File: config.mk
export PLATFORM = sky130hd
export DESIGN_NAME = rvfi_mem_stall_gen
export DESIGN_NICKNAME = d
export VERILOG_FILES = /design/src/rtl/rvfi_mem_stall_pkg.sv /design/src/rtl/rvfi_lfsr.sv /design/src/rtl/rvfi_mem_stall_gen.sv
export SDC_FILE = /design/constraint.sdc
export NUM_CORES = 1
export LEC_CHECK = 0
export CORE_AREA = 4 4 116 96
export DETAILED_ROUTE_END_ITERATION = 16
export DIE_AREA = 0 0 120 100
export DONT_BUFFER_PORTS = 1
export GPL_TIMING_DRIVEN = 0
export PLACE_DENSITY = 0.86
export SLEW_MARGIN = 25
export SYNTH_ARGS = -nofsm -noshare
export SYNTH_HDL_FRONTEND = slang
export SYNTH_SLANG_ARGS = --single-unit
File: constraint.sdc
create_clock -name clock -period 8.2 [get_ports clock]
set_input_delay 0.82 -clock clock [delete_from_list [all_inputs] [get_ports clock]]
set_output_delay 0.82 -clock clock [all_outputs]
set_load 0.005 [all_outputs]
File: src/rtl/rvfi_mem_stall_pkg.sv
// Shared constants, types and seed/tap helpers for the RVFI memory stall generator.
// The optional forced-ready bound is compiled in with RVFI_MEM_STALL_FAIRNESS_EN.
package rvfi_mem_stall_pkg;

    localparam logic [63:0] TAPS_W8   = 64'h0000_0000_0000_00B8;
    localparam logic [63:0] TAPS_W16  = 64'h0000_0000_0000_B400;
    localparam logic [63:0] TAPS_W32  = 64'h0000_0000_8020_0003;
    localparam logic [63:0] TAPS_W64  = 64'hD800_0000_0000_0000;
    localparam logic [63:0] SEED_MIX  = 64'h9E37_79B9_7F4A_7C15;

    typedef logic [7:0]  stall_cnt_t;
    typedef logic [15:0] hs_cnt_t;

    localparam stall_cnt_t STALL_CNT_MAX = 8'hFF;
    localparam hs_cnt_t    HS_CNT_MAX    = 16'hFFFF;

    typedef struct packed {
        hs_cnt_t    hs_cnt;
        stall_cnt_t run;
        stall_cnt_t stall_max;
    } chan_stats_t;

    function automatic logic [63:0] lfsr_taps(input int width);
        case (width)
            8:       return TAPS_W8;
            16:      return TAPS_W16;
            32:      return TAPS_W32;
            default: return TAPS_W64;
        endcase
    endfunction

    function automatic logic [63:0] width_mask(input int width);
        if (width >= 64)
            return '1;
        return (64'd1 << width) - 64'd1;
    endfunction

    // Spread channel seeds with a golden-ratio constant; an all-zero LFSR would lock up.
    function automatic logic [63:0] chan_seed(input logic [63:0] seed, input int c, input int width);
        logic [63:0] s;
        s = (seed ^ (64'(c) * SEED_MIX)) & width_mask(width);
        if (s == 64'd0)
            s = 64'd1;
        return s;
    endfunction

endpackage

File: src/rtl/rvfi_lfsr.sv
// Right-shifting Galois LFSR, advancing every cycle; reset loads SEED.
module rvfi_lfsr
    import rvfi_mem_stall_pkg::*;
#(
    parameter int               WIDTH = 32,
    parameter logic [WIDTH-1:0] TAPS  = WIDTH'(lfsr_taps(WIDTH)),
    parameter logic [WIDTH-1:0] SEED  = WIDTH'(1)
) (
    input  logic             clock,
    input  logic             reset,
    output logic [WIDTH-1:0] state_o
);

    logic [WIDTH-1:0] state_q;
    logic [WIDTH-1:0] state_d;

    // NOTE: combinational blocks assign a default first so no path leaves a variable unassigned (no latch).
    always_comb begin
        state_d = state_q >> 1;
        if (state_q[0])
            state_d = state_d ^ TAPS;
    end

    // NOTE: state registers use non-blocking assignments so every flop samples pre-edge values.
    always_ff @(posedge clock or posedge reset) begin
        if (reset)
            state_q <= SEED;
        else
            state_q <= state_d;
    end

    assign state_o = state_q;

endmodule

File: src/rtl/rvfi_mem_stall_gen.sv
// Per-channel registered ready/rdata generator driven by LFSRs, with handshake statistics.
// Define RVFI_MEM_STALL_FAIRNESS_EN to force ready after MAX_WAIT consecutive stalls.
module rvfi_mem_stall_gen
    import rvfi_mem_stall_pkg::*;
#(
    parameter int          NCH          = 2,
    parameter int          DATA_W       = 32,
    parameter int          MAX_WAIT     = 3,
    parameter int          READY_THRESH = 8,
    parameter logic [63:0] SEED         = 64'hACE1_2468_1357_9BDF
) (
    input  logic                  clock,
    input  logic                  reset,
    input  logic [NCH-1:0]        valid_i,
    output logic [NCH-1:0]        ready_o,
    output logic [NCH*DATA_W-1:0] rdata_o,
    output logic [NCH*16-1:0]     hs_cnt_o,
    output logic [NCH*8-1:0]      stall_max_o
);

    localparam logic [4:0] THRESH = 5'(READY_THRESH);

    for (genvar c = 0; c < NCH; c++) begin : g_chan
        logic [DATA_W-1:0] lfsr;
        logic              rnd;
        logic              stall;
        logic              handshake;
        logic              ready_d;
        logic              ready_q;
        chan_stats_t       stats_q;
        chan_stats_t       stats_d;

        rvfi_lfsr #(
            .WIDTH (DATA_W),
            .TAPS  (DATA_W'(lfsr_taps(DATA_W))),
            .SEED  (DATA_W'(chan_seed(SEED, c, DATA_W)))
        ) u_lfsr (
            .clock   (clock),
            .reset   (reset),
            .state_o (lfsr)
        );

        // Five-bit compare so READY_THRESH = 16 means always ready.
        assign rnd       = ({1'b0, lfsr[3:0]} < THRESH);
        assign stall     = valid_i[c] & ~ready_q;
        assign handshake = valid_i[c] &  ready_q;

`ifdef RVFI_MEM_STALL_FAIRNESS_EN
        localparam int                WAIT_W   = (MAX_WAIT < 1) ? 1 : $clog2(MAX_WAIT + 1);
        localparam logic [WAIT_W-1:0] WAIT_LIM = WAIT_W'(MAX_WAIT);

        logic [WAIT_W-1:0] wait_q;
        logic [WAIT_W-1:0] wait_d;

        always_comb begin
            wait_d = '0;
            if (stall)
                wait_d = (wait_q >= WAIT_LIM) ? wait_q : wait_q + WAIT_W'(1);
        end

        assign ready_d = rnd | (wait_d >= WAIT_LIM);

        always_ff @(posedge clock or posedge reset) begin
            if (reset)
                wait_q <= '0;
            else
                wait_q <= wait_d;
        end
`else
        assign ready_d = rnd;
`endif

        always_comb begin
            stats_d = stats_q;
            if (handshake && (stats_q.hs_cnt != HS_CNT_MAX))
                stats_d.hs_cnt = stats_q.hs_cnt + 16'd1;
            if (stall)
                stats_d.run = (stats_q.run == STALL_CNT_MAX) ? stats_q.run : stats_q.run + 8'd1;
            else
                stats_d.run = '0;
            if (stats_d.run > stats_q.stall_max)
                stats_d.stall_max = stats_d.run;
        end

        always_ff @(posedge clock or posedge reset) begin
            if (reset) begin
                ready_q <= 1'b0;
                stats_q <= '0;
            end else begin
                ready_q <= ready_d;
                stats_q <= stats_d;
            end
        end

        assign ready_o[c]                    = ready_q;
        assign rdata_o[c*DATA_W +: DATA_W]   = lfsr;
        assign hs_cnt_o[c*16 +: 16]          = stats_q.hs_cnt;
        assign stall_max_o[c*8 +: 8]         = stats_q.stall_max;
    end

endmodule

# [Word-level counts from Yosys, hierarchy flattened]
# Cells that the tools add are included.
[totals] output_inout_bits=114 input_bits=4 word_cells=38 regBits=130
[classes] bitwise=8 eq_ne=4 magnitude_cmp=4 n_reduce_logical=2 n_mux=6 n_addsub=4
[ops] cell="2-to-1 mux 32 bit" count=2
[ops] cell="adder 16 x 1 -> 16 bit, second input constant" count=2
[ops] cell="2-to-1 mux 8 bit" count=4
[ops] cell="!= test 16 bit, second input constant" count=2
[ops] cell="adder 8 x 1 -> 8 bit, second input constant" count=2
[ops] cell="== test 8 bit, second input constant" count=2
[ops] cell="greater-than comparator 8 bit" count=2
[ops] cell="< comparator 4 bit, second input constant" count=2
[ops] cell="inverter 3 -> 4 bit" count=2
[ops] cell="AND 1 bit" count=4
[ops] cell="logical AND 1 bit" count=2
[ops] cell="inverter 1 bit" count=2

# [Logic depth before layout (Yosys ltp)]
# Gate-level depths: netlist (run 1).
[depth] word_depth=4 ltp_mapped=12 depth_no_buf=12

# [By module]
# From an unflattened synthesis (run 1), not the netlist that was laid out.
[hier_totals] cells_unflattened=499 hier_area_um2=5871.9
[by_module_without_submodules] mod="rvfi_mem_stall_gen" cells_per_inst=369 n_inst=1 seq_area_each_um2=1651.6 area_each_um2=3727.3
[by_module_without_submodules] mod="rvfi_lfsr (g_chan[0].u_lfsr)" cells_per_inst=65 n_inst=1 seq_area_each_um2=825.8 area_each_um2=1073.5
[by_module_without_submodules] mod="rvfi_lfsr (g_chan[1].u_lfsr)" cells_per_inst=65 n_inst=1 seq_area_each_um2=823.3 area_each_um2=1071.0

# [Worst setup path after synthesis (run 1)]
# Ideal clock, no wire load.
[synth_timing] path_type="input to register" startpoint="in valid_i[1]" endpoint="reg g_chan[1].stats_q, in the netlist stall_max_o[10]" setup_time_ns=0.125 stages=8 arrival_ns=2.650 required_time_ns=8.075 slack_ns=5.425 path_buffers=0 path_cell_list="nor2b_1 o21ai_0 a31oi_1 ha_1 a211oi_1 nor2_1 o31ai_4 mux2_2"
[synth_lines] element="start, declared" line="rvfi_mem_stall_gen.sv:14" text="input logic [NCH-1:0] valid_i,"
[synth_lines] element="end signal, assigned" line="rvfi_mem_stall_gen.sv:91" text="stats_q <= stats_d;"
[synth_lines] element="end, declared" line="rvfi_mem_stall_gen.sv:30" text="chan_stats_t stats_q;"

==> results.ini, run 1 <==
[yosys]
yosysWarnings = 0
synthesis.area_mm2 = 0.00590
yosysSeqAreaShare_pct = 55.9
synth_cells = 488
synth_top_area_share_pct = 39.0
synth-seq-cells = 130
postSynthAreaPerCell_um2 = 12.1
synthDistinctLibCells = 40
yosysMostFrequentCell = buf_4
synthTopCellsByCount = 108 x buf_4, 92 x dfrtp_1, 38 x dfstp_2, 23 x nand2_1, 20 x ha_1
syn_nets = 512
synth_edf_count = 0
yosysTopAreaCell = dfrtp_1
synth_ff_type = dfrtp_1
ys_async_sr_fraction_pct = 100
synth.top_cells.by_area = dfrtp_1 39%, dfstp_2 17%, buf_4 14%, ha_1 4.2%, mux2_2 3.2%

[route]
drt_iter0_drc = 233
final_antenna_net_count = 0
vias_per_cell = 5.17
remaining_drc_errors = 0
firstDrtPassIters = 4
route.final.wire_length_um = 10600
vias = 3417
drt-wirelength-per-cell_um = 16.0

[worst_setup_path]
cp_common_cell = ha_1
rrSetupSlack_ps = 5100
crit_chain = ha_1 > and3_1 > and4_1 > mux2i_1 > nor2_1 > ha_1 > nor2b_1 > o211ai_1 > a21oi_1 > o31ai_4 > mux2_2
slowest_stage = o31ai_4
crit_fanout = 8
cp-end-kind = flip-flop
max_stage_delay_ps = 430
required_ps = 8480
startpoint_type = flip-flop
worst_ep_arrival_time_ps = 3380
critPathKind = flip-flop to flip-flop

[floorplan]
die_h_um = 100
die_w_um = 120
io_pins = 118
core_area_mm2 = 0.0100
die_area_mm2 = 0.0120
num_rows = 33
initial_utilization_pct = 58.8

[power_and_ir_drop]
p_per_area_mw_per_mm2 = 238
irDropWorstVdd_v = 0.000143
finalPower_mw = 1.59
p_leak_nw = 3.28

[cts]
h-tree-depth = 4
postCtsSetupBuffers = 0
cts_root_buffer = clkbuf_16
cts.hold.buffers_added = 0
clk_pin_slew_ps = 60
cts_resized = 0
insertion_delay_ps = 400
cts_sinks = 130
cts_tree = built
cts_buffers = 17
clockBufferDepth = 2

[timing]
fin_crit_sh_pct = 37.9
period_needed_ps = 3100
finalMaxSlewViolations = 0
rsz0062_at_grt = false
finalHoldViolCount = 0
holdWs_ps = 278
finClkSkew_ps = 7.29
max_freq_mhz = 322
setup_tns_ps = 0
tightest_slew_ps = 478
slew_headroom_pct = 68.2
finalSetupViolations = 0

[cells_and_area]
antenna_cells = 0
drive_gt1_share_pct = 40.7
register_area_mm2 = 0.00330
final_area_mm2 = 0.00667
n_fill_cell = 734
syn2layout_area_growth_pct = 13.1
nNetsFinal = 532
multi_input_area_mm2 = 0.00171

[job]
max_cap_viol_count = 0

[global_route]
grt_pass1_vias = 3593
grt_pass1_wl_um = 17800
grt_usage_pct = 18.8
antenna_found_initial = 0
overflow = 0
grt_max_degree = 72

[placed_design]
place_hpwl_um = 7550
gp_congestion = 0.835
port_buffers = 0
postPlaceCellArea_mm2 = 0.00611

[hold_path]
hold_path.class = primary input to asynchronous set/reset pin

[run_status]
status = completed

where the power goes:
part / internal, mW / total (mW) / switching (mW)
Combinational: 0.0911 / 0.160 / 0.0689
Sequential: 0.676 / 0.728 / 0.0519
Clock: 0.419 / 0.701 / 0.281
Total: 1.19 / 1.59 / 0.402
per-stage QoR:
stage	util, %	std cells	setup WS [ps]
final	66.5	661	5100
after global routing	66.5	661	4960
after CTS	66.5	661	5110
after detailed placement	60.9	629	5050
after global placement	60.6	628	2910
after floorplan	-	488	3970
layout make-up:
cell class                      instances  share of cell area (%)
Timing Repair Buffer                    1                   0.413
Inverter                               19                    1.18
Clock buffer                           17                    6.38
Multi-Input combinational cell        230                    25.6
Tap cell                              140                    2.63
Sequential cell                       130                    49.5
Buffer                                109                    12.3
Clock inverter                         15                    2.03
worst max-delay path: cells and delay by family, from the launching register on:
kind            cells  cell delay, ps
simple gates        4             790
compound gates      3             730
fa+ha+maj           2             530
mux                 2             520
flops               1             410
logic make-up after synthesis:
family	count (synthesis)	share of synthesized area, %
flip-flops	130	55.9
buffers and inverters	128	15.1
AND/OR/NAND/NOR	109	10.2
AO/OA/AOI/OAI	45	5.15
XOR/XNOR	34	5.05
multiplexers	22	4.26
adder cells (fa/ha/maj)	20	4.24
state kept, by name, summed over array words and instances (netlist names):
register	count
stall_max_o	16
g_chan.stats_q	16
hs_cnt_o	32
g_chan.ready_q	2
g_chan.u_lfsr.state_o	64
path summary, 6_finish.rpt:
path | from | to | depth (start not counted)
worst max-delay path | g_chan[0].stats_q[8]$_DFF_PP0_ | stall_max_o[0]$_DFFE_PP0N_ | 11
worst min-delay path | reset | g_chan[0].u_lfsr.state_o[29]$_DFF_PP0_ | 1
worst max register to register | g_chan[0].stats_q[8]$_DFF_PP0_ | stall_max_o[0]$_DFFE_PP0N_ | 11
worst min register to register | g_chan[0].u_lfsr.state_o[16]$_DFF_PP1_ | g_chan[0].u_lfsr.state_o[15]$_DFF_PP1_ | 0
max in group asynchronous | reset | g_chan[1].u_lfsr.state_o[3]$_DFF_PP1_ | 2
min in group clock | g_chan[0].u_lfsr.state_o[16]$_DFF_PP1_ | g_chan[0].u_lfsr.state_o[15]$_DFF_PP1_ | 0
metal layers:
layer  vias up  track usage (%)  routed length, um
li1       1586                -                  -
met1      1718             22.7               4450
met2       103             30.3               5230
met3        10             7.66                779
met4         0             7.75                119
met5         -                0                  0
cells in the final DEF (no fill, tap or decap), types with 3 or more instances in the layout:
master      synthesis  final
nand2b_1            4      4
ha_1               20     20
a21oi_1            10     10
buf_4             108    108
dfrtp_1            92     92
clkinv_2            0      4
a31oi_1             9      9
xnor2_1            16     16
nand3_1            14     14
clkinvlp_4          0      4
clkbuf_16           0     17
nor2b_1             5      5
and3_1             11     11
nand2_1            23     23
nor2_1             19     19
nor3_1              3      3
inv_6               0      3
mux2i_1             3      3
nand4_1            12     12
and4_1              3      3
inv_1              19     18
dfstp_2            38     38
xor2_1             18     18
or2_2               3      3
o21ai_0            15     15
mux2_2             17     17
No activity file was read; power rests on OpenSTA's default activity.
==> inputs of run 2 (changes only) <==
--- a/config.mk
+++ b/config.mk
@@ -5,12 +5,13 @@
 export SDC_FILE = /design/constraint.sdc
 export NUM_CORES = 1
 export LEC_CHECK = 0
-export CORE_AREA = 4 4 116 96
+export ABC_AREA = 1
+export CORE_AREA = 4 4 124 103
 export DETAILED_ROUTE_END_ITERATION = 16
-export DIE_AREA = 0 0 120 100
+export DIE_AREA = 0 0 128 107
 export DONT_BUFFER_PORTS = 1
 export GPL_TIMING_DRIVEN = 0
-export PLACE_DENSITY = 0.86
+export PLACE_DENSITY = 0.85
 export SLEW_MARGIN = 25
 export SYNTH_ARGS = -nofsm -noshare
 export SYNTH_HDL_FRONTEND = slang
==> constraint.sdc (replaced) <==
create_clock -name clock -period 2.7 [get_ports clock]
set_input_delay 0.27 -clock clock [delete_from_list [all_inputs] [get_ports clock]]
set_output_delay 0.27 -clock clock [all_outputs]
set_load 0.005 [all_outputs]
==> results.ini, run 2 <==
[route]
final_antenna_net_count = 0
remaining_drc_errors = 0
vias = 4396
vias_per_cell = 4.86
drt_iter0_drc = 334
route.final.wire_length_um = 12800
firstDrtPassIters = 4
drt-wirelength-per-cell_um = 14.2

[yosys]
synth_ff_type = dfrtp_1
yosysSeqAreaShare_pct = 51.3
yosysWarnings = 0
syn_nets = 743
synth-seq-cells = 130
synth_edf_count = 0
yosysTopAreaCell = dfrtp_1
yosysMostFrequentCell = nand2_1
synth_top_area_share_pct = 35.8
postSynthAreaPerCell_um2 = 8.96
synth.top_cells.by_area = dfrtp_1 36%, dfstp_2 16%, buf_4 13%, nand2_1 12%, ha_1 3.9%
synthesis.area_mm2 = 0.00644
synthDistinctLibCells = 28
ys_async_sr_fraction_pct = 100
synth_cells = 719
synthTopCellsByCount = 213 x nand2_1, 110 x buf_4, 92 x dfrtp_1, 66 x nor2_1, 62 x inv_1

[worst_setup_path]
startpoint_type = flip-flop
cp_common_cell = nand2_1
crit_end = stall_max_o[1]$_DFFE_PP0N_
critPathLaunch = g_chan[0].stats_q[8]$_DFF_PP0_
worst_ep_arrival_time_ps = 2820
required_ps = 3000
reg2reg_depth = 15
path_buf_inv = 0
crit_fanout = 8
cp-end-kind = flip-flop
reg2reg_to = stall_max_o[1]$_DFFE_PP0N_
worstReg2RegStart = g_chan[0].stats_q[8]$_DFF_PP0_
critPathKind = flip-flop to flip-flop
slowest_stage = dfrtp_1
rrSetupSlack_ps = 180
max_stage_delay_ps = 410
crit_cells = 15
path_delay_family = simple AND/OR/NAND/NOR gates
crit_chain = ha_1 > nand2_1 > nor2_4 > nand2_2 > nand2_1 > nor2_1 > nor2_2 > ha_1 > nand2_1 > nor2_1 > nand2_1 > nand2_1 > nand2_2 > nand2_1 > nand2_1

[floorplan]
die_area_mm2 = 0.0137
initial_utilization_pct = 56.5
die_h_um = 107
die_w_um = 128
core_area_mm2 = 0.0114
io_pins = 118
num_rows = 35

[timing]
finalHoldViolCount = 0
setup_ws_ps = 181
finalMaxSlewViolations = 0
setup_tns_ps = 0
finClkSkew_ps = 16.3
fin_crit_sh_pct = 93.3
period_needed_ps = 2520
finalSetupViolations = 0
tightest_slew_ps = 393
slew_headroom_pct = 73.8
max_freq_mhz = 397
holdWs_ps = 99.5

[placed_design]
place_hpwl_um = 9440
port_buffers = 0
dpl_worst_slack_ps = -79.2
gp_congestion = 0.871

[global_route]
grt_pass1_vias = 4259
grt_pass1_wl_um = 21200
grt_max_degree = 34
grt_use_met1_pct = 26.3
antenna_found_initial = 0
grt_usage_pct = 19.5
top_usage_layer = met2
overflow = 0
grt_use_met3_pct = 5.58
grtUsageMet2_pct = 30.2

[cells_and_area]
fin_util_pct = 65.2
syn2layout_area_growth_pct = 15.3
largest_reg_flops = 64
nNetsFinal = 768
antenna_cells = 0
drive_gt1_share_pct = 28.1
layout_commonest_cell = nand2_1
final_cell_mix = 211 x nand2_1, 110 x buf_4, 92 x dfrtp_1

[cts]
cts_root_buffer = clkbuf_16
clk_pin_slew_ps = 70
cts_sinks = 130
postCtsSetupBuffers = 0
insertion_delay_ps = 410
cts_buffers = 17
cts_tree = built
h-tree-depth = 4
clockBufferDepth = 2

[power_and_ir_drop]
pwr-share-clk_pct = 45.7
swShare_pct = 27.7
p_leak_nw = 3.69
pwr-share-seq_pct = 42.5
comb_power_share_pct = 11.8
switchingPower_mw = 1.43
irDropWorstVdd_v = 0.000483
internal_power_mw = 3.73
p_per_area_mw_per_mm2 = 695

[run_status]
status = completed

[hold_path]
min_path_cells = 2
hold_path.class = primary input to flip-flop

[job]
max_cap_viol_count = 0

run 2: cell types whose count changed in the layout (fill, tap and decap cells not counted), sizes merged, moves of 8 or more:
cell   delta
nand4     -8
mux2     -19
xor2      -8
and3      -9
inv      +50
nand3    +14
nand2   +194
nor2     +50
run 2: kinds of logic (layout without fill, tap and decap cells):
family / after synthesis / count (layout) / synth area share (%)
buffers and inverters: 176 / 214 / 16.9
flip-flops: 130 / 130 / 51.3
adder cells (fa/ha/maj): 20 / 20 / 3.89
XOR/XNOR: 28 / 28 / 3.81
AND/OR/NAND/NOR: 328 / 328 / 20.7
AO/OA/AOI/OAI: 37 / 37 / 3.42
run 2: power by group through the flow:
stage / logic, mW / registers [mW] / clock network (mW)
after floorplan: 0.473 / 2.18 / 0
after global placement: 0.539 / 2.21 / 0
after detailed placement: 0.590 / 2.22 / 0
after CTS: 0.600 / 2.19 / 2.41
after global routing: 0.684 / 2.21 / 2.52
final: 0.609 / 2.19 / 2.36
run 2: final cells by class:
type                    instances  area (um2)
multi-input cells             413        2100
flip-flops and latches        130        3300
well taps                     148         185
inverters                      64         246
clock inverters                15         189
fillers                       900        3960
clock buffers                  17         425
plain buffers                 112         848
repair buffers                  6         133
run 2: per-layer routing:
layer / wire, um / vias to the layer above
li1: - / 2183
met1: 5840 / 2075
met2: 5960 / 127
met3: 897 / 11
met4: 132 / 0
met5: 0 / -
run 2: stage by stage:
| step | power [mW] | std cells | cell area, um2 |
|---|---|---|---|
| after floorplan | 2.65 | 719 | 6440 |
| after global placement | 2.75 | 867 | 6630 |
| after detailed placement | 2.81 | 872 | 6750 |
| after CTS | 5.20 | 905 | 7380 |
| after global routing | 5.41 | 905 | 7420 |
| final | 5.16 | 905 | 7420 |
run 2: worst min-delay path by stage:
stage                                                       from                                     end  slack (ps)
after floorplan           g_chan[0].u_lfsr.state_o[12]$_DFF_PP1_  g_chan[0].u_lfsr.state_o[11]$_DFF_PP1_         350
after global placement    g_chan[1].u_lfsr.state_o[15]$_DFF_PP1_  g_chan[1].u_lfsr.state_o[14]$_DFF_PP1_         350
after detailed placement                                   reset              stall_max_o[4]$_DFFE_PP0N_         150
after CTS                                             valid_i[0]                 hs_cnt_o[2]$_DFFE_PP0P_          80
after global routing                                  valid_i[0]                 hs_cnt_o[2]$_DFFE_PP0P_         110
final                                                 valid_i[0]                 hs_cnt_o[2]$_DFFE_PP0P_         100
run 2: timing repair:
action                                 in CTS  in global routing
hold buffers                                1                  0
setup endpoints to repair                   7                 16
gates resized for setup                     1                 13
endpoints found under the hold margin      21                  0
run 2: worst reg2reg max path, stage by stage (launching register included):
cell and delay, ps:
dfrtp_1 410, ha_1 240, nand2_1 160, nor2_4 60
nand2_2 150, nand2_1 80, nor2_1 110, nor2_2 70
ha_1 290, nand2_1 80, nor2_1 200, nand2_1 150
nand2_1 130, nand2_2 130, nand2_1 100, nand2_1 60
